$ cat src/rtl/simt_pkg.sv
// Shared types for the SIMT group DMA engine: command encoding and FSM states.
package simt_pkg;

    localparam int unsigned ADDR_W    = 32;
    localparam int unsigned DATA_W    = 32;
    localparam int unsigned SRAM_AW   = 14;
    localparam int unsigned WORD_AW   = ADDR_W - 2;

    typedef enum logic [1:0] {
        DMA_NONE = 2'b00,
        DMA_D2S  = 2'b01,
        DMA_S2D  = 2'b10,
        DMA_RSVD = 2'b11
    } dma_cmd_t;

    typedef enum logic [2:0] {
        IDLE     = 3'd0,
        D2S_REQ  = 3'd1,
        D2S_WR   = 3'd2,
        S2D_RD   = 3'd3,
        S2D_WAIT = 3'd4,
        S2D_REQ  = 3'd5,
        DONE     = 3'd6
    } dma_state_t;

endpackage

$ cat src/rtl/simt_dma.sv
// Word-granular DMA between external DRAM and the banked scratch SRAM.
// One word in flight at a time; busy holds the SIMT group until the copy finishes.
module simt_dma
    import simt_pkg::*;
#(
    parameter int unsigned WIDTH_BITS = 10
) (
    input  logic                  clk,
    input  logic                  reset,
    input  logic [1:0]            dmaCmd,
    input  logic [ADDR_W-1:0]     dmaSrcAddress,
    input  logic [ADDR_W-1:0]     dmaDstAddress,
    input  logic [WIDTH_BITS-1:0] dmaWidth,
    output logic                  busy,
    output logic                  done,
    output logic [SRAM_AW-1:0]    sramAddr,
    output logic                  sramWe,
    output logic [DATA_W-1:0]     sramWd,
    input  logic [DATA_W-1:0]     sramRd,
    output logic                  dramReq,
    output logic                  dramWe,
    output logic [ADDR_W-1:0]     dramAddr,
    output logic [DATA_W-1:0]     dramWd,
    input  logic [DATA_W-1:0]     dramRd,
    input  logic                  dramAck
);

    dma_state_t            state;
    dma_state_t            state_nx;
    logic [WORD_AW-1:0]    src_w;
    logic [WORD_AW-1:0]    dst_w;
    logic [WIDTH_BITS-1:0] remaining;
    logic [DATA_W-1:0]     data_q;
    logic                  last_word;
    logic                  cmd_start;
    logic                  unused_addr_lsbs;

    // Addresses are word aligned; byte offsets are dropped at capture.
    assign unused_addr_lsbs = ^{dmaSrcAddress[1:0], dmaDstAddress[1:0]};
    assign cmd_start        = (dmaCmd == DMA_D2S) || (dmaCmd == DMA_S2D);
    // Tested before the decrement, so the counter never wraps below zero.
    assign last_word        = (remaining == WIDTH_BITS'(1));

    // State, address walkers, word counter and the single data holding register.
    always_ff @(posedge clk or posedge reset) begin
        if (reset) begin
            state     <= IDLE;
            src_w     <= '0;
            dst_w     <= '0;
            remaining <= '0;
            data_q    <= '0;
        end else begin
            state <= state_nx;
            case (state)
                IDLE: begin
                    if (cmd_start) begin
                        src_w     <= dmaSrcAddress[ADDR_W-1:2];
                        dst_w     <= dmaDstAddress[ADDR_W-1:2];
                        remaining <= dmaWidth;
                    end
                end
                D2S_REQ: begin
                    if (dramAck) data_q <= dramRd;
                end
                D2S_WR: begin
                    src_w     <= src_w + WORD_AW'(1);
                    dst_w     <= dst_w + WORD_AW'(1);
                    remaining <= remaining - WIDTH_BITS'(1);
                end
                S2D_WAIT: begin
                    data_q <= sramRd;
                end
                S2D_REQ: begin
                    if (dramAck) begin
                        src_w     <= src_w + WORD_AW'(1);
                        dst_w     <= dst_w + WORD_AW'(1);
                        remaining <= remaining - WIDTH_BITS'(1);
                    end
                end
                default: ;
            endcase
        end
    end

    // Next state and memory-port decode; every non-IDLE state reports busy.
    always_comb begin
        state_nx = state;
        busy     = 1'b1;
        done     = 1'b0;
        sramAddr = '0;
        sramWe   = 1'b0;
        sramWd   = '0;
        dramReq  = 1'b0;
        dramWe   = 1'b0;
        dramAddr = '0;
        dramWd   = '0;
        case (state)
            IDLE: begin
                busy = 1'b0;
                case (dma_cmd_t'(dmaCmd))
                    DMA_D2S: state_nx = (dmaWidth == WIDTH_BITS'(0)) ? DONE : D2S_REQ;
                    DMA_S2D: state_nx = (dmaWidth == WIDTH_BITS'(0)) ? DONE : S2D_RD;
                    default: state_nx = IDLE;
                endcase
            end
            D2S_REQ: begin
                dramReq  = 1'b1;
                dramAddr = {src_w, 2'b00};
                if (dramAck) state_nx = D2S_WR;
            end
            D2S_WR: begin
                sramWe   = 1'b1;
                sramAddr = dst_w[SRAM_AW-1:0];
                sramWd   = data_q;
                state_nx = last_word ? DONE : D2S_REQ;
            end
            S2D_RD: begin
                sramAddr = src_w[SRAM_AW-1:0];
                state_nx = S2D_WAIT;
            end
            S2D_WAIT: begin
                sramAddr = src_w[SRAM_AW-1:0];
                state_nx = S2D_REQ;
            end
            S2D_REQ: begin
                dramReq  = 1'b1;
                dramWe   = 1'b1;
                dramAddr = {dst_w, 2'b00};
                dramWd   = data_q;
                if (dramAck) state_nx = last_word ? DONE : S2D_RD;
            end
            DONE: begin
                done     = 1'b1;
                state_nx = IDLE;
            end
            default: state_nx = IDLE;
        endcase
    end

endmodule

$ cat config.mk
export PLATFORM = sky130hd
export DESIGN_NAME = simt_dma
export DESIGN_NICKNAME = d
export VERILOG_FILES = /design/src/rtl/simt_pkg.sv /design/src/rtl/simt_dma.sv
export SDC_FILE = /design/constraint.sdc
export NUM_CORES = 1
export LEC_CHECK = 0
export CELL_PAD_IN_SITES_DETAIL_PLACEMENT = 1
export CELL_PAD_IN_SITES_GLOBAL_PLACEMENT = 2
export CORE_ASPECT_RATIO = 0.6
export CORE_UTILIZATION = 26
export CTS_CLUSTER_SIZE = 24
export DETAILED_ROUTE_END_ITERATION = 8
export PLACE_DENSITY = 0.82
export SYNTH_ARGS = -nofsm -noshare
export SYNTH_HDL_FRONTEND = slang
export SYNTH_SLANG_ARGS = --single-unit
$ cat constraint.sdc
create_clock -name clk -period 4.25 [get_ports clk]
set_input_delay 0.85 -clock clk [delete_from_list [all_inputs] [get_ports clk]]
set_output_delay 0.85 -clock clk [all_outputs]
set_load 0.02 [all_outputs]
# ---- Yosys cells after proc, flatten, opt, wreduce, memory -nomap -nowiden
# Index checks and enable logic that the tools add are counted.
dict set report totals {
  regBits 105
  latch_bits 0
  ramBits 0
  rom_bits 0
  output_inout_bits 115
  word_cells 58
  memories 0
}
dict set report op_classes {
  add_sub_neg 3
  n_mul 0
  div_mod_pow 0
  order_cmp 0
  n_eq_ne 12
  shift 0
  muxes 28
  n_bitwise 0
  n_reduce_logical 10
}
# cell n
set op_table {}
lappend op_table {{$pmux 30 s3} 2}
lappend op_table {{$pmux 32 s2} 2}
lappend op_table {{$mux 30} 4}
lappend op_table {{$mux 32} 3}
lappend op_table {{$add 30x1->30 const B} 2}
lappend op_table {{$pmux 10 s3} 1}
lappend op_table {{$pmux 14 s2} 1}
lappend op_table {{$mux 10} 2}
lappend op_table {{$mux 3} 6}
lappend op_table {{$pmux 3 s6} 1}
lappend op_table {{$eq 10x1->1 const B} 1}
lappend op_table {{$logic_not 10->1} 1}
lappend op_table {{$sub 10x1->10 const B} 1}
lappend op_table {{$eq 3x3->1 const B} 3}
lappend op_table {{$eq 3x2->1 const B} 2}
lappend op_table {{$ne 2x2->1 const B} 3}
lappend op_table {{$pmux 3 s2} 1}
lappend op_table {{$mux 1} 5}
lappend op_table {{$reduce_and 2->1} 2}
lappend op_table {{$reduce_or 2->1} 2}
lappend op_table {{$eq 3x1->1 const B} 1}
lappend op_table {{$logic_not 3->1} 1}
lappend op_table {{$reduce_and 3->1} 1}
lappend op_table {{$reduce_bool 3->1} 1}
lappend op_table {{4 further kinds} 4}

# ---- Logic depth before layout (Yosys ltp)
# Gate-level depths: netlist of run 1.
dict set report depth {
  ltp_word 4
  ltp_mapped 9
  depth_no_buf 7
}

# ---- Worst setup path after synthesis of run 1
# OpenSTA, ideal clock, no wires.
dict set report synth_path {
  path_type {register -> output}
  startpoint {register state[1]}
  endpoint {output sramAddr[10]}
  t_arrival_ns 1.582
  t_required_ns 3.400
  setup_slack_ns 1.818
  stages_incl_launch_ff 6
  path_cell_list {dfrtp_1 > buf_4 > nor3b_2 > clkbuf_1 > clkbuf_1 > a22o_1}
}
dict set report synth_via {
  elab_chain_len 3
  elab_cells_between_ends 5
}
# element line
set synth_rtl {}
lappend synth_rtl {{start: declaration} simt_dma.sv:28} ;# dma_state_t state;
lappend synth_rtl {{start signal: assignment} simt_dma.sv:53} ;# state <= state_nx;
lappend synth_rtl {{$eq 3x3->1 / $eq 3x2->1 (equally long branches)} simt_dma.sv:97} ;# case (state)
lappend synth_rtl {{$reduce_or 2->1 (no line)} -}
lappend synth_rtl {{$pmux 14 s2 (*)} simt_dma.sv:97}
lappend synth_rtl {{end: declaration} simt_dma.sv:16} ;# output logic [SRAM_AW-1:0] sramAddr,
# Mark *: on every way between the ends. The rest lies on a longest branch, timed or not.

# ---- Worst setup path after layout of run 1
dict set report layout_path {
  startpoint {register state[2]}
  endpoint {output sramAddr[4]}
}
# Same word-level chain as after synthesis.

==> results of run 1 <==
per-layer routing:
metal	part of all wire (%)	global-route usage, %	up-vias
met2	44	30.57	151
met3	3.5	3.448	23
met1	51	30.79	3816
met5	0	0	-
met4	1.6	5.172	0
li1	-	-	3675
logic make-up after synthesis:
kind of cell | after synthesis | synth area share [%]
compound gates | 247 | 21.80
fa+ha+maj | 6 | 1.011
buf+inv | 100 | 6.558
flops | 105 | 35.40
mux | 68 | 9.171
other cells | 1 | 0.05052
simple gates | 368 | 26.01
through the flow:
| step | power [mW] | setup slack [ns] |
|---|---|---|
| after floorplan | 5.005 | 0.6395 |
| after global placement | 6.710 | 1.064 |
| after detailed placement | 6.832 | 1.018 |
| after CTS | 7.749 | 0.6355 |
| after global routing | 8.255 | 0.4909 |
| final | 7.700 | 0.6151 |
power groups by stage:
stage	logic, mW	registers [mW]	clock network, mW
2_1_floorplan	3.13	1.88	0
3_3_place_gp	4.46	2.25	0
3_5_place_dp	4.54	2.29	0
4_1_cts	4.56	2.27	0.923
5_1_grt	4.91	2.39	0.954
6_report	4.52	2.30	0.889
layout by cell type (no fill, tap or decap), types with 7 or more instances in the layout:
cell and instances:
clkbuf_16 9, a22o_1 15, a2bb2oi_1 8, mux2i_1 68, nand4_1 20, o22ai_1 21, o22a_1 14, a22oi_1 9
a31oi_1 14, and2_1 33, clkdlybuf4s50_1 251, inv_1 16, buf_4 11, o21ai_0 26, and3_1 43, nor3_1 23
a21oi_1 92, dfrtp_1 104, nor2_1 117, nand3_1 35, or3_1 7, nand2_1 47
path summary, 6_finish.rpt:
check                        startpoint           end  slack, ns  cells after the start
max                            state[2]   sramAddr[4]       0.62                      5
min                        remaining[9]  remaining[9]       0.53                      1
max reg2reg                    state[0]  remaining[6]       1.45                      7
min reg2reg                remaining[9]  remaining[9]       0.53                      1
max in group asynchronous         reset     dst_w[19]       2.56                      3
min in group asynchronous         reset     data_q[8]       0.88                      2
final cells by class:
type	count	area (um^2)
Antenna cell	2	5.005
Clock inverter	3	40.04
Tap cell	367	459.2
Timing Repair Buffer	266	2675
Sequential cell	105	2629
Clock buffer	12	256.5
Multi-Input combinational cell	691	4358
Fill cell	3272	17320
Inverter	18	70.07
worst max-delay path, cell delays in order, from the launching register on:
cell and delay (ns):
dfrtp_2 0.41, buf_4 0.29, nor2b_1 0.34, a21o_1 0.47, a22o_1 0.26, clkdlybuf4s50_1 0.62
registers in the layout, indices dropped and copies added (netlist names):
name       cells
src_w         30
remaining     10
data_q        32
dst_w         30
state          3
==> run summary, run 1 <==
Vias per cell = 5.236
Worst Hold Class = reg2reg
Clock Power Share = 11.5%
# resized after CTS = 0
Number of synthesized flops with an enable pin = 0
Initial drt markers = 461
Synth area leaders = dfrtp_1, mux2i_1, a21oi_1
Min cycle time layout = 3.635 ns
GPL Wtd Cong = 0.8161
Core Box Area = 27820 um^2
Synth area leader = dfrtp_1
Seq/Total Area, Yosys = 35.40%
Max Cap Viol = 0
Hold_buf cts = 0
Worst EP arrival = 2.78 ns
FMAX = 0.2751 GHz
TritonCTS clock tree = done
TNS Setup = 0 ns
CTS sink count = 105
Int Pwr = 3.915 mW
Die ar. = 29250 um^2
RSZ-0062 raised after global routing = no
Num rows = 47
Share of cells above drive strength 1 = 5.297%
Clock transition at the registers of the reported paths = 0.07 ns
Clock latency at the later pin of the worst-skew pair = 0.36 ns
DRC = 6
Status = complete, but fails checks
Setup violators final = 0
Gr usage total = 20.65%
Max VDD drop = 0.4047 mV
Failing checks = DRC
Via count = 7665
# port buffers = 251
Worst setup EP type = output pin
Htree depth = 3
Final Max Slew Viols = 0
Clock Skew = 0.01054 ns
First-pass GRT wire length = 46.09 mm
WS Path Type = reg2out
Critical-path maximum fanout = 33
Most common cell in the netlist = nor2_1
Flops & latches, synth = 105
Fin cells = 1464
Root buffer cell = clkbuf_16
Drt pass-1 iters = 7
Post-CTS Setup Inserts = 0
YS warnings = 0
Gr ovfl total = 0
TritonCTS buffer count = 9
PD cells = 733.9 nW/um^2
Synth top area share = 35.40%
Post-placement cell count = 1447
Max-slew headroom = 48.51%
Post-Route WL = 29.90 mm
Deepest clock path buffer count = 2
Post-detail-place hpwl = 22.26 mm
CP required = 3.40 ns
Worst hold slack = 0.5331 ns
Final instance area = 10490 um^2
Most instantiated cells after synthesis = nor2_1, dfrtp_1, a21oi_1
Fin util = 37.72%
Die height = 132.9 um
Asr flop ratio synth = 100.0%
Post-synthesis cell count = 895
Avg Inst Size Synth = 8.293 um^2
Antenna-violating nets left = 0
Switching Fraction = 49.16%
Post-DP Area = 10190 um^2
Worst slew pin tran = 0.7695 ns
Ys flop type = dfrtp_1
Crit start category = flop
Final #Nets = 1240
Starting Density = 26.68%
Layout area overhead = 41.37%
Hold Vio Cnt, Final = 0
Drt wl/cell = 20.42 um
Largest net degree at the start of global routing = 75
Reg power frac = 29.8%
Antenna violations before repair = 2
Netlist cell types = 71
Sw power = 3.785 mW
Die W = 220.1 um
Area of the mapped netlist = 7422 um^2
Combinational share of power = 58.6%
Num ports = 258
Vias in the first global route = 7575
Final period utilization = 85.53%
Pleak = 3.988 nW
No activity file was read; power rests on OpenSTA's default activity.
==> run 2: changes to the inputs <==
--- a/config.mk
+++ b/config.mk
@@ -11,7 +11,9 @@
 export CORE_UTILIZATION = 26
 export CTS_CLUSTER_SIZE = 24
 export DETAILED_ROUTE_END_ITERATION = 8
+export GPL_TIMING_DRIVEN = 0
 export PLACE_DENSITY = 0.82
+export REMOVE_ABC_BUFFERS = 1
 export SYNTH_ARGS = -nofsm -noshare
 export SYNTH_HDL_FRONTEND = slang
 export SYNTH_SLANG_ARGS = --single-unit
==> run summary, run 2 (synthesized netlist as in run 1, its figures left out) <==
Status = complete, but fails checks
Failing checks = DRC
CP peak stage delay = 0.69 ns
Worst reg2reg setup slack = 0.51 ns
Deepest clock path buffer count = 2
Largest Register = data_q
RSZ-0062 raised after global routing = no
Worst Hold Class = reg2reg
Clock latency at the later pin of the worst-skew pair = 0.38 ns
FMAX = 0.2485 GHz
Clock transition at the registers of the reported paths = 0.08 ns
ANT cells = 0
Worst slew pin tran = 1.010 ns
R2r endpoint = dst_w[21]
Post-CTS Setup Inserts = 0
WP buf/inv = 2
Num ports = 258
Starting Density = 26.68%
Die height = 132.9 um
Worst EP arrival = 3.17 ns
Most common cell after layout, fill and taps aside = clkdlybuf4s50_1
Regs by FF count = data_q (32), dst_w (30), src_w (30)
Most frequent cells in the layout = clkdlybuf4s50_1, nor2_1, dfrtp_1
DP Worst Slack = 0.2766 ns
Final worst slack = 0.2262 ns
CTS sink count = 105
Min-delay src = data_q[11]
Via count = 7715
Crit-path slowest cell = dfrtp_1
Setup violators final = 0
CP required = 3.40 ns
Core Box Area = 27820 um^2
TNS Setup = 0 ns
TritonCTS buffer count = 9
Vias per cell = 5.288
Num rows = 47
Hold depth = 2
Drt pass-1 iters = 7
TritonCTS clock tree = done
Final Max Slew Viols = 0
Worst R2R Start = state[0]
First-pass GRT wire length = 47.24 mm
Antenna-violating nets left = 0
Share of cells above drive strength 1 = 5.128%
Max reg flops = 32
Gr ovfl total = 0
Initial drt markers = 404
Htree depth = 3
Die W = 220.1 um
GPL Wtd Cong = 0.8061
Hold Vio Cnt, Final = 0
Crit-path leading delay family = buffers and inverters
Vias in the first global route = 7890
Crit start category = flop
Antenna violations before repair = 1
Hold Path Sink = data_q[11]
WP depth = 4
Reg2Reg Depth = 6
Final period utilization = 94.68%
Root buffer cell = clkbuf_16
Post-detail-place hpwl = 22.36 mm
Cell Chain, Critical Path = nand2b_2 -> inv_4 -> and3_1 -> clkdlybuf4s50_1
Largest net degree at the start of global routing = 87
Max-slew headroom = 32.39%
Gr usage total = 21.17%
Worst setup EP type = output pin
Min cycle time layout = 4.024 ns
Die ar. = 29250 um^2
Max VDD drop = 0.2630 mV
Post-Route WL = 30.36 mm
Layout area overhead = 43.24%
DRC = 10
Pleak = 4.012 nW
Max Cap Viol = 0
Clock Skew = 0.009277 ns
Drt wl/cell = 20.81 um
# port buffers = 251
PD cells = 738.1 nW/um^2
WS Path Type = reg2out
Critical-path maximum fanout = 36
Final #Nets = 1236
Total power = 7.847 mW
## run 2: changes by cell type in the layout (fill, tap and decap cells not counted), sizes merged
cell	change
clkinvlp	+1
buf	-4
bufinv	+1
diode	-2
clkbuf	-1
## run 2: power by group
part | leakage, nW | switching, mW | internal [mW] | total [mW]
registers | 1.18 | 0.772 | 1.51 | 2.28
clock network | 0.150 | 0.424 | 0.518 | 0.942
logic | 2.68 | 2.62 | 2.01 | 4.63
total | 4.01 | 3.82 | 4.03 | 7.85
## run 2: worst register-to-register path: stages (launching register included)
cell and delay [ns]:
dfrtp_1 0.69, nand2b_2 0.65, inv_4 0.58, a32o_4 0.79, nand2_1 0.32, or4_1 0.56, nand3_1 0.09
## run 2: layout make-up
type	count	area (um^2)
fill	3277	17180
multi-input combinational	691	4372
timing repair buffer	262	2780
sequential	105	2631
tap	367	459.2
clock buffer	11	232.7
clock inverter	5	81.33
inverter	18	75.07
## run 2: routing by layer
layer	global-route usage [%]	part of all wire, %	vias to the layer above
li1	-	-	3661
met1	31.60	51	3866
met2	31.32	44	161
met3	4.023	4.0	25
met4	4.368	1.2	2
met5	0	0.030	-
## run 2: worst max path at each step
stage                         from     endpoint  slack, ns
final                     state[0]   dramWd[23]       0.23
after global routing      state[0]   dramWd[15]       0.03
after CTS                 state[2]  sramAddr[7]       0.17
after detailed placement  state[1]    dst_w[11]       0.28
after global placement    state[2]    dst_w[11]      -4.80
after floorplan           state[2]    dst_w[11]      -1.37
## run 2: what timing repair did
| item | 4_1_cts | 5_1_grt |
|---|---|---|
| hold buffers | 0 | 0 |
| gates resized for setup | 2 | 0 |
| setup endpoints to repair | 8 | 0 |
## run 2: per-stage QoR
stage | cells | area [um^2] | hold slack, ns | util (%)
floorplan | 814 | 7007 | 0.4576 | -
global placement | 1432 | 9978 | 0.5139 | 35.87
detailed placement | 1443 | 10310 | 0.5189 | 37.08
CTS | 1459 | 10630 | 0.5387 | 38.22
global route | 1459 | 10630 | 0.5588 | 38.22
finish | 1459 | 10630 | 0.5355 | 38.22
==> run 3: changes to the inputs <==
--- a/config.mk
+++ b/config.mk
@@ -5,6 +5,7 @@
 export SDC_FILE = /design/constraint.sdc
 export NUM_CORES = 1
 export LEC_CHECK = 0
+export CAP_MARGIN = 20
 export CELL_PAD_IN_SITES_DETAIL_PLACEMENT = 1
 export CELL_PAD_IN_SITES_GLOBAL_PLACEMENT = 2
 export CORE_ASPECT_RATIO = 0.6
@@ -12,6 +13,7 @@
 export CTS_CLUSTER_SIZE = 24
 export DETAILED_ROUTE_END_ITERATION = 8
 export GPL_TIMING_DRIVEN = 0
+export HOLD_SLACK_MARGIN = 0.05
 export PLACE_DENSITY = 0.82
 export REMOVE_ABC_BUFFERS = 1
 export SYNTH_ARGS = -nofsm -noshare
==> run summary, run 3 (synthesized netlist as in run 1, its figures left out) <==
Starting Density = 26.68%
Final #Nets = 1236
Setup violators final = 0
Initial drt markers = 454
Worst R2R Start = state[1]
R2r endpoint = dst_w[11]
Most frequent cells in the layout = clkdlybuf4s50_1, nor2_1, dfrtp_1
Failing checks = DRC
Fin cells = 1460
WS Path Type = reg2out
Hold Vio Cnt, Final = 0
Post-Route WL = 30.47 mm
Max-slew headroom = 31.92%
Crit-path leading delay family = buffers and inverters
CTS sink count = 105
Die W = 220.1 um
Antenna violations before repair = 2
GPL Wtd Cong = 0.8061
DP Worst Slack = 0.2904 ns
PD cells = 738.2 nW/um^2
CP peak stage delay = 0.63 ns
Antenna-violating nets left = 0
Crit-path slowest cell = clkdlybuf4s50_1
Die height = 132.9 um
Num rows = 47
Die ar. = 29250 um^2
Final worst slack = 0.2163 ns
Worst slew pin tran = 1.012 ns
# port buffers = 251
Cell Chain, Critical Path = buf_16 -> nand2b_1 -> nor2_4 -> a21o_2 -> a22o_1 -> clkdlybuf4s50_1
Largest net degree at the start of global routing = 87
Min cycle time layout = 4.034 ns
RSZ-0062 raised after global routing = no
Post-placement cell count = 1443
Vias in the first global route = 7804
First-pass GRT wire length = 47.45 mm
Final period utilization = 94.91%
Worst setup EP type = output pin
Status = complete, but fails checks
Drt pass-1 iters = 7
Pleak = 4.012 nW
Hold Path Sink = data_q[24]
TritonCTS clock tree = done
DRC = 10
Max Cap Viol = 0
Vias per cell = 5.240
Htree depth = 3
Worst EP arrival = 3.18 ns
Clock latency at the later pin of the worst-skew pair = 0.37 ns
Largest Register = data_q
Regs by FF count = data_q (32), dst_w (30), src_w (30)
Drt wl/cell = 20.87 um
Most common cell after layout, fill and taps aside = clkdlybuf4s50_1
Deepest clock path buffer count = 2
Post-detail-place hpwl = 22.39 mm
Worst reg2reg setup slack = 0.51 ns
Clock transition at the registers of the reported paths = 0.07 ns
Share of cells above drive strength 1 = 5.128%
Final Max Slew Viols = 0
Via count = 7651
Num ports = 258
Min-delay src = data_q[24]
Gr ovfl total = 0
TritonCTS buffer count = 9
Fin util = 38.23%
FMAX = 0.2479 GHz
CP required = 3.40 ns
Critical-path maximum fanout = 63
Max VDD drop = 0.3400 mV
Critical Path Start = state[2]
Layout area overhead = 43.27%
Clock Skew = 0.009939 ns
Gr usage total = 21.29%
Core Box Area = 27820 um^2
TNS Setup = 0 ns
Root buffer cell = clkbuf_16
Crit start category = flop
WP buf/inv = 2
Reg2Reg Depth = 7
Hold depth = 2
Worst Hold Class = reg2reg
Max reg flops = 32
==> run 3: metrics by stage <==
step / power (mW) / area (um^2) / hold slack [ns]
final: 7.850 / 10630 / 0.5397
after global routing: 8.437 / 10630 / 0.5602
after CTS: 7.922 / 10630 / 0.5388
after detailed placement: 6.936 / 10310 / 0.5189
after global placement: 6.683 / 9978 / 0.5139
after floorplan: 4.796 / 7007 / 0.4576
==> run 3: metal layers <==
layer	vias up	share of wire (%)	GRT usage [%]
met5	-	0.030	0
met4	2	0.53	3.985
met3	10	3.6	4.069
met2	133	44	31.53
met1	3835	51	31.89
li1	3671	-	-
==> run 3: how the worst max path moves through the flow <==
| stage | to | cells after the start |
|---|---|---|
| 2_1_floorplan | dst_w[11] | 5 |
| 3_3_place_gp | dst_w[11] | 5 |
| 3_5_place_dp | dst_w[11] | 7 |
| 4_1_cts | sramAddr[7] | 6 |
| 5_1_grt | dramWd[20] | 4 |
| 6_report | sramAddr[7] | 6 |
==> run 3: what timing repair did <==
action / in CTS / in global routing
endpoints found under the setup margin: 9 / 0
setup buffers: 0 / 0
endpoints found under the hold margin: 0 / 0
resized for setup: 2 / 0
hold buffers: 0 / 0
==> run 3: tightest hold or removal path: stages (launching register included) <==
cell and delay [ns]:
dfrtp_1 0.35, nor2_1 0.05, a21oi_1 0.10
==> run 3: area by class of cell <==
cell class	instances	area (um^2)
diodes	1	2.502
well taps	367	459.2
repair buffers	262	2780
clock inverters	5	81.33
inverters	18	75.07
flip-flops and latches	105	2631
clock buffers	11	232.7
fillers	3255	17180
multi-input cells	691	4372
==> run 3: power breakdown <==
part           internal (mW)  switching (mW)
Combinational           2.01            2.63
Clock                  0.518           0.423
Sequential              1.51           0.769
